<file path="config.mk">
export PLATFORM = sky130hd
export DESIGN_NAME = teste2_can_id_decoder
export DESIGN_NICKNAME = d
export VERILOG_FILES = /design/src/rtl/teste2_can_id_decoder.sv
export SDC_FILE = /design/constraint.sdc
export NUM_CORES = 1
export LEC_CHECK = 0
export CELL_PAD_IN_SITES_DETAIL_PLACEMENT = 1
export CELL_PAD_IN_SITES_GLOBAL_PLACEMENT = 2
export CORE_MARGIN = 2
export CORE_UTILIZATION = 36
export DETAILED_ROUTE_END_ITERATION = 10
export HOLD_SLACK_MARGIN = 0.02
export PLACE_DENSITY_LB_ADDON = 0.1
export RECOVER_POWER = 100
export SYNTH_ARGS = -nofsm -noshare
export SYNTH_HDL_FRONTEND = slang
export SYNTH_SLANG_ARGS = --single-unit
</file>
<file path="constraint.sdc">
create_clock -name sample -period 3.67 [get_ports sample]
set_input_delay 0.5505 -clock sample [delete_from_list [all_inputs] [get_ports sample]]
set_output_delay 0.5505 -clock sample [all_outputs]
set_load 0.01 [all_outputs]
</file>
<file path="src/rtl/teste2_can_id_decoder.sv">
// teste2_can_id_decoder: CAN 2.0A/2.0B arbitration-field decoder (SOF, ID, SRR/RTR, IDE).
// Optional bit destuffing over the decoded fields when CAN_DESTUFF_EN is defined.
module teste2_can_id_decoder (
    input  logic        sample,
    input  logic        rst_n,
    input  logic        can_data,
    output logic [10:0] bit_id_11,
    output logic [28:0] bit_id_29,
    output logic [1:0]  srr_rtr_ide,
    output logic        std_frame,
    output logic        ext_frame,
    output logic        data_frame,
    output logic        remote_frame,
    output logic        rtr_ext,
    output logic        getframe
);
    typedef enum logic [2:0] {HUNT, BASE_ID, CTRL, IDE, EXT_ID, EXT_RTR, WAIT_IDLE} state_t;
    state_t      state_q;
    logic [4:0]  cnt_q;
    logic [28:0] id_q;
    logic        ctrl_q;
    logic        stuff;
    logic        stuff_err;
`ifdef CAN_DESTUFF_EN
    logic        run_bit_q;
    logic [2:0]  run_cnt_q;
    logic        in_field;
    always_comb begin
        in_field  = state_q inside {BASE_ID, CTRL, IDE, EXT_ID, EXT_RTR};
        stuff     = in_field && run_cnt_q == 3'd5;
        stuff_err = stuff && can_data == run_bit_q;
    end
    // HUNT preloads the run with the dominant SOF bit so stuffing counts from SOF.
    always_ff @(posedge sample or negedge rst_n) begin
        if (!rst_n) begin
            run_bit_q <= 1'b0;
            run_cnt_q <= 3'd0;
        end else if (state_q == HUNT) begin
            run_bit_q <= 1'b0;
            run_cnt_q <= 3'd1;
        end else if (in_field) begin
            run_bit_q <= can_data;
            run_cnt_q <= (!stuff && can_data == run_bit_q) ? run_cnt_q + 3'd1 : 3'd1;
        end
    end
`else
    assign stuff     = 1'b0;
    assign stuff_err = 1'b0;
`endif
    always_ff @(posedge sample or negedge rst_n) begin
        if (!rst_n) begin
            state_q      <= HUNT;
            cnt_q        <= 5'd0;
            id_q         <= 29'd0;
            ctrl_q       <= 1'b0;
            bit_id_11    <= 11'd0;
            bit_id_29    <= 29'd0;
            srr_rtr_ide  <= 2'b00;
            std_frame    <= 1'b0;
            ext_frame    <= 1'b0;
            data_frame   <= 1'b0;
            remote_frame <= 1'b0;
            rtr_ext      <= 1'b0;
            getframe     <= 1'b0;
        end else begin
            getframe <= 1'b0;
            if (stuff) begin
                if (stuff_err) state_q <= HUNT;
            end else begin
                case (state_q)
                    HUNT: if (!can_data) begin
                        state_q <= BASE_ID;
                        cnt_q   <= 5'd0;
                    end
                    BASE_ID: begin
                        id_q  <= {id_q[27:0], can_data};
                        cnt_q <= cnt_q + 5'd1;
                        if (cnt_q == 5'd10) begin
                            state_q <= CTRL;
                            cnt_q   <= 5'd0;
                        end
                    end
                    CTRL: begin
                        ctrl_q  <= can_data;
                        state_q <= IDE;
                    end
                    IDE: if (can_data) begin
                        state_q <= EXT_ID;
                    end else begin
                        std_frame    <= 1'b1;
                        ext_frame    <= 1'b0;
                        remote_frame <= ctrl_q;
                        data_frame   <= ~ctrl_q;
                        rtr_ext      <= 1'b0;
                        bit_id_11    <= id_q[10:0];
                        bit_id_29    <= {id_q[10:0], 18'h0};
                        srr_rtr_ide  <= {ctrl_q, 1'b0};
                        getframe     <= 1'b1;
                        state_q      <= WAIT_IDLE;
                        cnt_q        <= 5'd0;
                    end
                    EXT_ID: begin
                        id_q  <= {id_q[27:0], can_data};
                        cnt_q <= cnt_q + 5'd1;
                        if (cnt_q == 5'd17) begin
                            state_q <= EXT_RTR;
                            cnt_q   <= 5'd0;
                        end
                    end
                    EXT_RTR: begin
                        std_frame    <= 1'b0;
                        ext_frame    <= 1'b1;
                        remote_frame <= can_data;
                        data_frame   <= ~can_data;
                        rtr_ext      <= can_data;
                        bit_id_11    <= id_q[28:18];
                        bit_id_29    <= id_q;
                        srr_rtr_ide  <= {ctrl_q, 1'b1};
                        getframe     <= 1'b1;
                        state_q      <= WAIT_IDLE;
                        cnt_q        <= 5'd0;
                    end
                    WAIT_IDLE: begin
                        cnt_q <= can_data ? cnt_q + 5'd1 : 5'd0;
                        if (can_data && cnt_q == 5'd6) state_q <= HUNT;
                    end
                    default: state_q <= HUNT;
                endcase
            end
        end
    end
endmodule

</file>
# --- Yosys cells after proc, flatten, opt, wreduce, memory -nomap -nowiden ---
# Cells that the tools add are included.
# W data, S select, Z words.
classes:
  eq_ne: 15
  mux: 28
  n_addsub: 1
  order_cmp: 0
  shift: 0
  div: 0
  bitwise_logic: 2
  n_reduce_logical: 9
  mul: 0
ops:
  columns: ["operator", "n"]
  rows:
  - ["$pmux W29 S2", 1]
  - ["$mux W29", 1]
  - ["$pmux W5 S5", 1]
  - ["$pmux W11 S2", 1]
  - ["$pmux W3 S7", 1]
  - ["$mux W5", 4]
  - ["$mux W3", 4]
  - ["$ne A2 B2 Y1 const B", 6]
  - ["$pmux W1 S2", 6]
  - ["$mux W11", 1]
  - ["$eq A3 B3 Y1 const B", 3]
  - ["$eq A3 B2 Y1 const B", 2]
  - ["$add A5 B1 Y5 const B", 1]
  - ["$eq A5 B3 Y1 const B", 1]
  - ["$eq A5 B4 Y1 const B", 1]
  - ["$eq A5 B5 Y1 const B", 1]
  - ["$mux W1", 5]
  - ["$reduce_bool A5 Y1", 1]
  - ["$mux W2", 2]
  - ["$pmux W2 S2", 1]
  - ["$reduce_and A2 Y1", 2]
  - ["$reduce_and A4 Y1", 1]
  - ["$reduce_or A2 Y1", 2]
  - ["$eq A3 B1 Y1 const B", 1]
  - ["4 further kinds", 5]
word_totals:
  output_inout_bits: 48
  reg_bits: 86
  mem_bits_rw: 0
  latchBits: 0
  memories: 0
  romBits: 0

# --- Longest topological paths before layout ---
# Gate-level depths: netlist (run 1).
logic_depth:
  word_depth: 4
  mapped_depth: 7
  depth_no_buf: 6

# --- Least setup slack after synthesis (run 1) ---
# No wires, ideal clock.
synth_timing:
  kind: "reg2reg"
  start: "reg cnt_q[0]"
  end: "reg cnt_q[2]"
  t_arrival_ns: 1.541
  period_less_slack_ns: 1.608
  stages_incl_launch_ff: 7
  path_buffers: 0
  t_required_ns: 3.603
  path_slack_ns: 2.062
  path_cell_list: "dfrtp_1 > inv_1 > ha_1 > and4bb_1 > a211o_1 > a2111oi_2 > a221o_1"
synth_via:
  elab_chain_len: 3
  elab_cells_between_ends: 7
  classes_between: "1 x add/sub; 2 x eq/ne; 4 x mux"
synth_lines:
  columns: ["item", "line_no", "text"]
  rows:
  - ["start: declaration", "19", "logic [4:0] cnt_q;"]
  - ["start signal: assignment", "77", "cnt_q <= cnt_q + 5'd1;"]
  - ["start signal: assignment", "104", "cnt_q <= cnt_q + 5'd1;"]
  - ["start signal: assignment", "124", "cnt_q <= can_data ? cnt_q + 5'd1 : 5'd0;"]
  - ["$add A5 B1 Y5 (tied with other cells)", "77, 104, 124", null]
  - ["$mux W5 (on tied branches)", "124, 105, 78", null]
  - ["$pmux W5 S5 (*)", "70", "case (state_q)"]
# Mark *: on every way between the ends. The rest lies on a longest branch, timed or not.
# A chain may end at the register's enable or synchronous reset.

# --- Worst setup path after layout (run 1) ---
layout_timing:
  start: "in can_data"
  end: "reg bit_id_29[6]"
layout_via:
  elab_chain_len: 2
layout_lines:
  columns: ["item", "line_no", "text"]
  rows:
  - ["start: declaration", "6", "input logic can_data,"]
  - ["$ne A2 B2 Y1 (no line)", null, null]
  - ["$reduce_and A2 Y1 (no line)", null, null]
  - ["end signal: assignment", "96", "bit_id_29 <= {id_q[10:0], 18'h0};"]
  - ["end signal: assignment", "117", "bit_id_29 <= id_q;"]
  - ["end: declaration", "8", "output logic [28:0] bit_id_29,"]
# No other way between the ends.

==> metrics, run 1 <==
relative max-transition margin=-0.237; Gate power share=0.404; DIE WIDTH=roughly 100 um; Max Root-Sink Buffers=2; placed cells=399; Psw=1.26 mW; max-slew violations=75; power density cells=884 nW/um^2; top cells by count, synth=dfrtp_1, a22o_1, mux2_2; peak supply drop=0.394 mV; Post-synth top flop=dfrtp_1; CTS tree=built; synth warn=0; asr flop ratio synth=1.00; Net count, final=a little over 300; GRT Util Overall=0.148; GRT overflow=0; sequential share of power=0.424; Hold Crit Class=reg2reg; post-synth net total=273; Die Area=9940 um^2; sequential area share after synthesis=0.561; #FFs+latches synth=74; router iterations before antenna repair=4; maximum fanout along the worst path=14; Core Footprint=8810 um^2; Critical Path Start Type=primary input; DRT Wirelength=6690 um; Critical Path AT=around 3 ns; largest net degree at the start of global routing=75; top-area cell type share of the netlist area=0.561; worst slew pin tran=1.85 ns; clk root buf=clkbuf_8; ant diodes=0; Syn Std Cell Area=about 3300 um^2; Max Clk Rate=367 MHz; # rows=34; share of layout cells above drive strength 1=0.147; Net Sw Frac=0.363; via/cell ratio=around 5.1; Setup-failing EPs final=0; initial antenna violation count=0; # IOs=between 50 and 60; Core Util, Final=0.446; Mapped Avg Cell Area=~12 um^2; Mapped Cells=267; hpwl dp=4230 um; per-cell routed wire length=16.1 um; Sink Count=74; Post-synth EDFFs=0; Die Y-Extent=around 100 um; critical path type=in2reg; first-pass GRT wire length=11400 um; Clock Latency Late Sink=0.33 ns; PostCTS Resize Cnt=0; total of max-cap violations=1; RSZ-0062 raised after global routing=false; LEAKAGE=~1.8 nW; Yosys top cell by area=dfrtp_1; Initial Utilization=0.375; Initial DRC Count=95; worst clock skew=0.00278 ns; GPL Wtd Cong=0.742; drt drc=0; Internal Power=2.21 mW; Clock transition at path regs=0.07 ns; post-CTS setup buffer count=0; violated checks=max-capacitance violations, max-slew violations; CTS buffer count=9; most common cell in the netlist=dfrtp_1; final hold violations=0; Non-Filler Instances=415; hold_buf cts=0; Min Hold Slack=0.479 ns; CP endpoint kind=register; Placement Setup Slack=1.15 ns; setup TNS=0 ns; period utilization=0.742; final setup margin=0.947 ns; antenna viol nets, final=0; Clk pwr share=0.172; depth of the CTS H-tree=3; synth unique cells=45; clock period minus worst slack=2.72 ns; Worst Path Required=3.94 ns; Layout area overhead=19.0%; status=finished, violations left; vias post-DR=2119; IO Port Bufs=50; largest cells by area after synthesis=dfrtp_1, mux2_2, a22o_1; vias in the first global route=2130
==> metal layers <==
metal | vias to the layer above | part of all wire | GRT usage
met5 | - | 0 | 0
met4 | 0 | 0.0084 | 0.0348
met3 | 5 | 0.035 | 0.0471
met2 | 43 | 0.42 | 0.198
met1 | 1062 | 0.54 | 0.230
li1 | 1009 | - | -
==> worst paths after layout <==
path                                end  cells after the start        from  slack [ns]
min in group asynchronous    state_q[2]                      1       rst_n        0.69
setup / recovery           bit_id_29[6]                      6    can_data        0.95
max in group asynchronous      id_q[17]                      1       rst_n        1.85
hold / removal                std_frame                      1   std_frame        0.48
hold reg to reg               std_frame                      1   std_frame        0.48
setup reg to reg           bit_id_29[6]                      5  state_q[1]        1.07
==> critical path: stages <==
cell,delay [ns]
dlygate4sd3_1,0.81
nand3b_1,0.20
nor2_1,0.07
nor2_1,0.63
clkbuf_1,0.51
a22o_1,0.21
==> metrics by stage <==
stage               area (um^2)  total power [mW]
finish                     3930              3.47
CTS                        3960              3.66
detailed placement         3770              3.05
global route               3930              3.76
floorplan                  3300              2.47
global placement           3770              3.01
==> state kept, by name (all words and copies together), names as in the netlist <==
register,flops
bit_id_11,11
bit_id_29,18
cnt_q,5
ctrl_q,1
data_frame,1
getframe,1
id_q,29
remote_frame,1
rtr_ext,1
srr_rtr_ide,2
state_q,3
std_frame,1
==> layout by cell type, fill, tap and decap left out, drive strengths merged, types with 4 or more instances in the layout <==
cell type / netlist / final
clkinv: 0 / 4
clkbuf: 7 / 13
inv: 7 / 7
mux2i: 11 / 11
a21oi: 5 / 5
a22o: 22 / 22
nand2b: 4 / 4
nor2: 8 / 8
dfrtp: 74 / 74
mux2: 31 / 31
o21ai: 21 / 21
dlygate4sd3: 0 / 49
nand2: 17 / 17
==> kinds of logic (layout without fill, tap and decap cells) <==
| kind of cell | after synthesis | in the layout | synth area share |
|---|---|---|---|
| XOR/XNOR | 2 | 2 | 0.00531 |
| adder cells (fa/ha/maj) | 3 | 3 | 0.0114 |
| multiplexers | 42 | 42 | 0.139 |
| flip-flops | 74 | 74 | 0.561 |
| buffers and inverters | 37 | 77 | 0.0656 |
| AO/OA/AOI/OAI | 63 | 63 | 0.141 |
| AND/OR/NAND/NOR | 46 | 46 | 0.0763 |
==> area by class of cell <==
cell class	count	area, um^2
Inverter	7	26.3
Sequential cell	74	1850
Clock buffer	10	128
Clock inverter	6	57.6
Fill cell	941	4880
Tap cell	108	135
Multi-Input combinational cell	156	1210
Timing Repair Buffer	54	518
==> power groups by stage <==
stage,clock network [mW],logic [mW],registers [mW]
5_1_grt,0.665,1.56,1.54
2_1_floorplan,0,1.06,1.41
6_report,0.597,1.40,1.47
3_5_place_dp,0,1.54,1.51
3_3_place_gp,0,1.51,1.50
4_1_cts,0.623,1.54,1.50
Note: power is estimated with default switching activity, not from simulation.
==> run 2, diff against run 1 <==
==> constraint.sdc (replaced) <==
create_clock -name sample -period 2.7 [get_ports sample]
set_input_delay 0.405 -clock sample [delete_from_list [all_inputs] [get_ports sample]]
set_output_delay 0.405 -clock sample [all_outputs]
set_load 0.01 [all_outputs]
==> metrics, run 2 (same netlist as run 1, synthesis figures left out) <==
status=finished, violations left; violated checks=max-capacitance violations, max-slew violations; hold path cells=2 (+1); Crit path depth=5 (-1); clk root buf=clkbuf_8; # rows=34 (unchanged); vias in the first global route=2307 (+8.3%); final hold violations=0 (unchanged); maximum fanout along the worst path=21 (+7); Reg with most FFs=id_q; CP endpoint kind=register; max reg flops=29 (unchanged); clock period minus worst slack=2.23 ns; initial antenna violation count=0 (unchanged); router iterations before antenna repair=4 (unchanged); CTS buffer count=9 (unchanged); vias post-DR=2158 (+1.8%); met1 WL=3750 um (+4.0%); power density cells=1220 nW/um^2 (+38%); peak supply drop=0.388 mV (-1.5%); Top delay family on crit path=flip-flops; Multi-input gate area=1210 um^2 (-0.31%); first-pass GRT wire length=12100 um (+5.9%); top layer in use=met4; DRT Wirelength=6990 um (+4.4%); CTS tree=built; fillers=922 (-2.0%); LEAKAGE=1.83 nW (+0.89%); CP cell instances=and2b_1, and2_1, nor2_1, clkbuf_1, a22o_1; antenna viol nets, final=0 (unchanged); via/cell ratio=5.15 (+0.87%); hold_buf cts=0 (unchanged); met2 WL=2930 um (+4.5%); Initial Utilization=0.375 (unchanged); worst clock skew=0.0106 ns (+0.00780 ns); total power=4.84 mW (+40%); ant diodes=0 (unchanged); depth of the CTS H-tree=3 (unchanged); Critical Path AT=2.51 ns (-0.48 ns); Hold Crit Class=reg2reg; Core Footprint=8810 um^2 (unchanged); hpwl dp=4480 um (+5.9%); Setup-failing EPs final=0 (unchanged); post-CTS setup buffer count=0 (unchanged); per-cell routed wire length=16.7 um (+3.4%); setup TNS=0 ns (unchanged); Max Clk Rate=roughly 450 MHz; PostCTS Resize Cnt=0 (unchanged); GRT Util Overall=0.155 (+0.00726); most frequent cells in the layout=dfrtp_1, dlygate4sd3_1, a22o_1, mux2_2, o21ai_0; GPL Wtd Cong=0.685 (-7.7%); DIE WIDTH=99.7 um (unchanged); share of layout cells above drive strength 1=0.151 (+0.00455); Clock Latency Late Sink=0.34 ns (about the same); Critical Path Start Type=register; # IOs=51 (unchanged); met3 WL=222 um (-4.3%); Layout area overhead=20.4%; Top Registers=id_q x29, bit_id_29 x18, bit_id_11 x11; drt drc=0 (unchanged); total of max-cap violations=1 (unchanged); GRT overflow=0 (unchanged); Die Y-Extent=99.7 um (unchanged); period utilization=0.826; IO Port Bufs=50 (unchanged); Crit-path slowest cell=dfrtp_1; register area=1850 um^2 (unchanged); relative max-transition margin=-0.229 (+0.00777); Sink Count=74 (unchanged); commonest non-fill, non-tap cell in the layout=dfrtp_1; Initial DRC Count=67 (-29%); slowest stage delay, CP=0.76 ns (-0.05 ns); worst slew pin tran=1.84 ns (-0.0117 ns); Die Area=9940 um^2 (unchanged); WP buf/inv=1 (-1); max-slew violations=75 (unchanged); Worst R2R Path Depth=5 (unchanged); Net count, final=312 (+1.3%); RSZ-0062 raised after global routing=false; Worst Path Required=2.98 ns (-0.96 ns); Clock transition at path regs=0.09 ns (+0.02 ns); Max Root-Sink Buffers=2 (unchanged); critical path type=reg2reg; largest net degree at the start of global routing=75 (unchanged)
[run 2: changes by cell type in the layout (fill, tap and decap cells not counted), sizes merged]
cell / change
buf: +1
clkbuf: +4
clkinv: -4
clkinvlp: +2
inv: +1
[run 2: per-stage QoR]
step                      setup slack, ns   util  hold WS [ns]  cells  area (um^2)
after floorplan                      1.09      -         0.109    267         3300
after CTS                           0.693  0.456         0.237    419         4020
final                               0.471  0.451         0.481    419         3970
after global placement              0.696  0.432         0.464    403         3800
after detailed placement            0.638  0.432         0.474    403         3800
after global routing                0.273  0.451         0.519    419         3970
[run 2: path summary, 6_finish.rpt]
path | start | end | slack [ns]
setup / recovery | state_q[1] | bit_id_29[2] | 0.47
hold / removal | id_q[28] | bit_id_11[10] | 0.48
setup reg to reg | state_q[1] | bit_id_29[2] | 0.47
hold reg to reg | id_q[28] | bit_id_11[10] | 0.48
max in group asynchronous | rst_n | bit_id_29[17] | 1.05
min in group asynchronous | rst_n | state_q[1] | 0.53
[run 2: area by class of cell]
type / count / share of cell area
Clock buffer: 11 / 0.0381
Clock inverter: 5 / 0.0154
Inverter: 7 / 0.00662
Multi-Input combinational cell: 156 / 0.304
Sequential cell: 74 / 0.466
Tap cell: 108 / 0.0340
Timing Repair Buffer: 58 / 0.136
[run 2: tightest hold or removal path, cell delays in order, from the launching register on]
cell and delay, ns:
dfrtp_1 0.34, nand2_1 0.05, o21ai_0 0.06
[run 2: layer usage]
| metal | up-vias | global-route usage |
|---|---|---|
| li1 | 1020 | - |
| met1 | 1085 | 0.230 |
| met2 | 44 | 0.226 |
| met3 | 9 | 0.0344 |
| met4 | 0 | 0.0474 |
| met5 | - | 0 |
[run 2: where the power goes]
group | internal, mW | switching [mW] | leakage, nW
sequential | 1.55 | 0.451 | 0.951
combinational | 1.04 | 0.888 | 0.781
clock | 0.481 | 0.437 | 0.0982
total | 3.07 | 1.78 | 1.83
==> run 3, diff against run 2 <==
==> constraint.sdc (replaced) <==
create_clock -name sample -period 2.1 [get_ports sample]
set_input_delay 0.315 -clock sample [delete_from_list [all_inputs] [get_ports sample]]
set_output_delay 0.315 -clock sample [all_outputs]
set_load 0.01 [all_outputs]
==> metrics, run 3 (same netlist as run 1, synthesis figures left out) <==
status=finished, final reports clean; most frequent cells in the layout=dfrtp_1, dlygate4sd3_1, a22o_1, mux2_2, o21ai_0; Hold Crit Class=reg2reg; total of max-cap violations=0 (-1); fin area=4000 um^2 (+0.66%); Worst R2R Path Depth=5 (unchanged); ant diodes=0 (unchanged); DP Area=3880 um^2 (+2.0%); GRT overflow=0 (unchanged); setup TNS=0 ns (unchanged); slowest stage delay, CP=0.57 ns (-0.19 ns); IO Port Bufs=50 (unchanged); worst slew pin tran=0.695 ns (-1.15 ns); R2R Path Start=state_q[0]; crit path capture=bit_id_29[16]; depth of the CTS H-tree=3 (unchanged); CP cell instances=and2b_1, and2_1, nor2_1, clkbuf_2, a22o_1; initial antenna violation count=0 (unchanged); Clock transition at path regs=0.08 ns (about the same); Reg with most FFs=id_q; Critical Path AT=2.16 ns (-0.35 ns); final hold violations=0 (unchanged); hpwl dp=4640 um (+3.7%); WP buf/inv=1 (unchanged); Initial Utilization=0.375 (unchanged); Die Y-Extent=99.7 um (unchanged); share of layout cells above drive strength 1=0.167 (+0.0161); Max Clk Rate=531 MHz (+18%); CP endpoint kind=register; Max Root-Sink Buffers=2 (unchanged); DRT Wirelength=7030 um (+0.54%); power density cells=1530 nW/um^2 (+26%); Core Util, Final=0.454 (+0.00298); Worst Path Required=2.38 ns (-0.60 ns); # IOs=51 (unchanged); GPL Wtd Cong=0.738 (+7.8%); critical path launch point=state_q[0]; vias in the first global route=2332 (+1.1%); via/cell ratio=5.17 (+0.32%); fillers=923 (+0.11%); DIE WIDTH=99.7 um (unchanged); R2R setup slack=0.22 ns (-0.26 ns); clk root buf=clkbuf_8; critical path type=reg2reg; RSZ-0062 raised after global routing=false; Setup-failing EPs final=0 (unchanged); peak supply drop=0.566 mV (+46%); Crit path depth=5 (unchanged); PostCTS Resize Cnt=0 (unchanged); clock period minus worst slack=1.88 ns (-0.345 ns); maximum fanout along the worst path=13 (-38%); relative max-transition margin=0.537 (+0.766); Critical Path Start Type=register; Sink Count=74 (unchanged); # rows=34 (unchanged); max reg flops=29 (unchanged); worst clock skew=0.00654 ns (-0.00403 ns); Layout area overhead=21.2%; Core Footprint=8810 um^2 (unchanged); Top delay family on crit path=simple AND/OR/NAND/NOR gates; max-slew violations=0 (-100%); antenna viol nets, final=0 (unchanged); Net count, final=318 (+1.9%); Initial DRC Count=67 (unchanged); Top Registers=id_q x29, bit_id_29 x18, bit_id_11 x11; per-cell routed wire length=16.5 um (-0.88%); CTS tree=built; router iterations before antenna repair=4 (unchanged); drt drc=0 (unchanged); Crit-path slowest cell=dfrtp_1; vias post-DR=2196 (+1.8%); GRT Util Overall=0.154 (-0.000607); largest net degree at the start of global routing=51 (-32%); commonest non-fill, non-tap cell in the layout=dfrtp_1; Clock Latency Late Sink=0.34 ns (about the same); Die Area=9940 um^2 (unchanged); first-pass GRT wire length=12100 um (-0.12%); Crit Reg-Reg Endpoint=bit_id_29[16]; LEAKAGE=1.86 nW (+1.5%); period utilization=0.897 (+0.0716); CTS buffer count=9 (unchanged)
==> run 3: cell types whose count changed in the layout (fill, tap and decap cells not counted), moves of 2 or more <==
cell        change
buf_4           +4
clkinv_2        +3
clkbuf_4        +2
clkbuf_8        -2
clkinvlp_4      -2
o21ai_0         -2
o21ai_1         +2
==> run 3: how the worst min path moves through the flow <==
stage	startpoint	to	slack, ns	cells after the start
global placement	rst_n	state_q[0]	0.25	1
detailed placement	rst_n	state_q[0]	0.25	1
finish	id_q[28]	bit_id_11[10]	0.49	2
global route	id_q[28]	bit_id_11[10]	0.51	2
CTS	rst_n	state_q[0]	0.42	2
floorplan	rst_n	bit_id_11[0]	0.02	0
==> run 3: what timing repair did <==
item,in CTS,in global routing
hold endpoints to repair,24,0
hold buffers,1,0
setup buffers,0,0
==> run 3: cell type report <==
type | count | area, um^2 | share of cell area
sequential | 74 | 1850 | 0.463
clock inverter | 5 | 31.3 | 0.00783
timing repair buffer | 64 | 607 | 0.152
clock buffer | 11 | 131 | 0.0329
inverter | 7 | 26.3 | 0.00657
tap | 108 | 135 | 0.0338
multi-input combinational | 156 | 1210 | 0.304
==> run 3: tightest hold or removal path, delay by kind of cell (launching register included) <==
family,cells,cell delay (ns)
flip-flops,1,0.34
AND/OR/NAND/NOR,1,0.05
AO/OA/AOI/OAI,1,0.06
==> run 3: power breakdown <==
group          total (mW)  internal (mW)  switching (mW)
combinational        2.65           1.41            1.24
clock               0.962          0.426           0.536
sequential           2.51           2.00           0.516
total                6.13           3.84            2.29
==> run 3: per-layer routing <==
metal  vias up  global-route usage  wire length [um]
met1      1110               0.228              3630
met3        11              0.0394               250
met2        49               0.220              3040
li1       1026                   -                 -
met4         0              0.0516               104
met5         -                   0                 0
==> run 3: metrics by stage <==
step	hold slack, ns	power (mW)	setup WS, ns	cells
after CTS	0.419	6.49	0.260	425
after floorplan	0.0194	4.32	0.492	267
after global placement	0.248	5.44	0.128	408
after global routing	0.512	6.62	0.0799	425
after detailed placement	0.247	5.50	0.0883	408
final	0.488	6.13	0.216	425
==> RTL edit (config.mk and constraints of run 3) <==
Encoding of `state_t`: now one-hot (7 bits for 7 states).
--- a/src/rtl/teste2_can_id_decoder.sv
+++ b/src/rtl/teste2_can_id_decoder.sv
@@ -16,3 +16,3 @@
 );
-    typedef enum logic [2:0] {HUNT, BASE_ID, CTRL, IDE, EXT_ID, EXT_RTR, WAIT_IDLE} state_t;
+    typedef enum logic [6:0] {HUNT = 7'b0000001, BASE_ID = 7'b0000010, CTRL = 7'b0000100, IDE = 7'b0001000, EXT_ID = 7'b0010000, EXT_RTR = 7'b0100000, WAIT_IDLE = 7'b1000000} state_t;
     state_t      state_q;
Check against the original RTL: no difference found for any inputs over 10 cycles, from zero or initial values and one cycle with rst_n low; not proved beyond that.
==> RTL edit against run 3 <==
  * Sequential cell count grew 4
  * Final area grew 9.4%
  * Combinational power shrank 21%
  * Critical path type unchanged
  * Clock power grew 44%
  * Hold slack gained 11 ps
  * Area after synthesis grew 5.2%
  * Worst setup slack lost 98 ps
  * Highest routed layer unchanged
  * Routed wire length grew 21%
  * Non-clock buffer count grew 11
  * First-iteration DRC count grew 22%
  * Power shrank 5.4%
==> RTL edit: results (changes against run 3) <==
Worst path max stage delay=550 ps (-20 ps); WP data arrival=2220 ps (+60 ps); via count=2508 (+14%); switching share of total power=0.339 (-0.0352); FF-to-FF Start=state_q[2]; vias in the first global route=2690 (+15%); HP Start=std_frame; status=completed; initial detailed-routing violation count=82 (+22%); Worst Reg-to-Reg Cells=6 (+1); GRT Util Overall=0.180 (+0.0255); largest net degree at the start of global routing=49 (-3.9%); synth top area cells=dfrtp_1, mux2_2, nand2_1; commonest cells in the netlist=dfrtp_1, nand2_1, mux2_2; post-synth cell types=44 (-2.2%); Rel. slew slack=0.473 (-0.0637); global-route wire length before repair=14.2 mm (+18%); register-to-register path setup slack=120 ps (-100 ps); layout cell share with drive strength beyond 1=0.211 (+0.0435); Layout Nets=377 (+19%); Avg WL per Cell=16.9 µm (+2.1%); critical path peak fanout=14 (+1); syn nets=321 (+18%); critical path's slowest cell=or4b_1; post-synthesis sequential area ratio=0.563 (+0.00147)
## RTL edit: tightest hold or removal path, cell delays in order, from the launching register on
cell and delay, ps:
dfrtp_1 340, nor2_1 50, nor2_1 70
## RTL edit: cells by family after synthesis
family / share of synthesized area
simple gates: 0.159
flops: 0.563
compound gates: 0.103
buf+inv: 0.0577
mux: 0.101
fa+ha+maj: 0.0108
xor+xnor: 0.00505
## RTL edit: cell type report
cell class              instances  area, µm²
fillers                      1036       4910
flip-flops and latches         78       1960
multi-input cells             202       1320
repair buffers                 75        668
well taps                     129        161
clock buffers                  10        138
clock inverters                 5        108
inverters                       5       18.8
## RTL edit: stage by stage
stage	utilization	instance area (µm²)	setup slack, ps	std cells	hold slack [ps]
floorplan	-	3470	49.4	315	19.4
global placement	0.446	4150	86.8	487	294
detailed placement	0.446	4150	89.1	487	292
CTS	0.474	4400	74.5	503	444
global route	0.471	4370	11.8	504	530
finish	0.471	4370	118	504	499
## RTL edit: repair_timing
item | CTS | global route
buffers inserted | 0 | 1
endpoints found under the setup margin | 0 | 3
hold buffers | 1 | 0
hold endpoints to repair | 29 | 0
resized for setup | 0 | 6
## RTL edit: power groups by stage
stage,clock [µW],combinational (µW),sequential [µW]
after detailed placement,0,2200,2340
after CTS,1430,2220,2320
after global placement,0,2160,2340
final,1390,2100,2300
after floorplan,0,1180,2350
after global routing,1510,2340,2370
## RTL edit: worst max-delay path by stage
stage,cells after the start,slack (ps),startpoint,endpoint
3_5_place_dp,5,90,state_q[0],cnt_q[3]
6_report,6,120,state_q[2],id_q[1]
3_3_place_gp,5,90,state_q[0],cnt_q[3]
5_1_grt,7,10,cnt_q[0],cnt_q[2]
4_1_cts,5,70,state_q[0],cnt_q[2]
2_1_floorplan,7,50,state_q[3],id_q[0]
## RTL edit: per-layer routing
layer | share of wire | vias up | global-route usage
met3 | 0.029 | 7 | 0.0376
met1 | 0.50 | 1248 | 0.259
li1 | - | 1198 | -
met5 | 0 | - | 0
met4 | 0.011 | 0 | 0.0533
met2 | 0.46 | 55 | 0.275
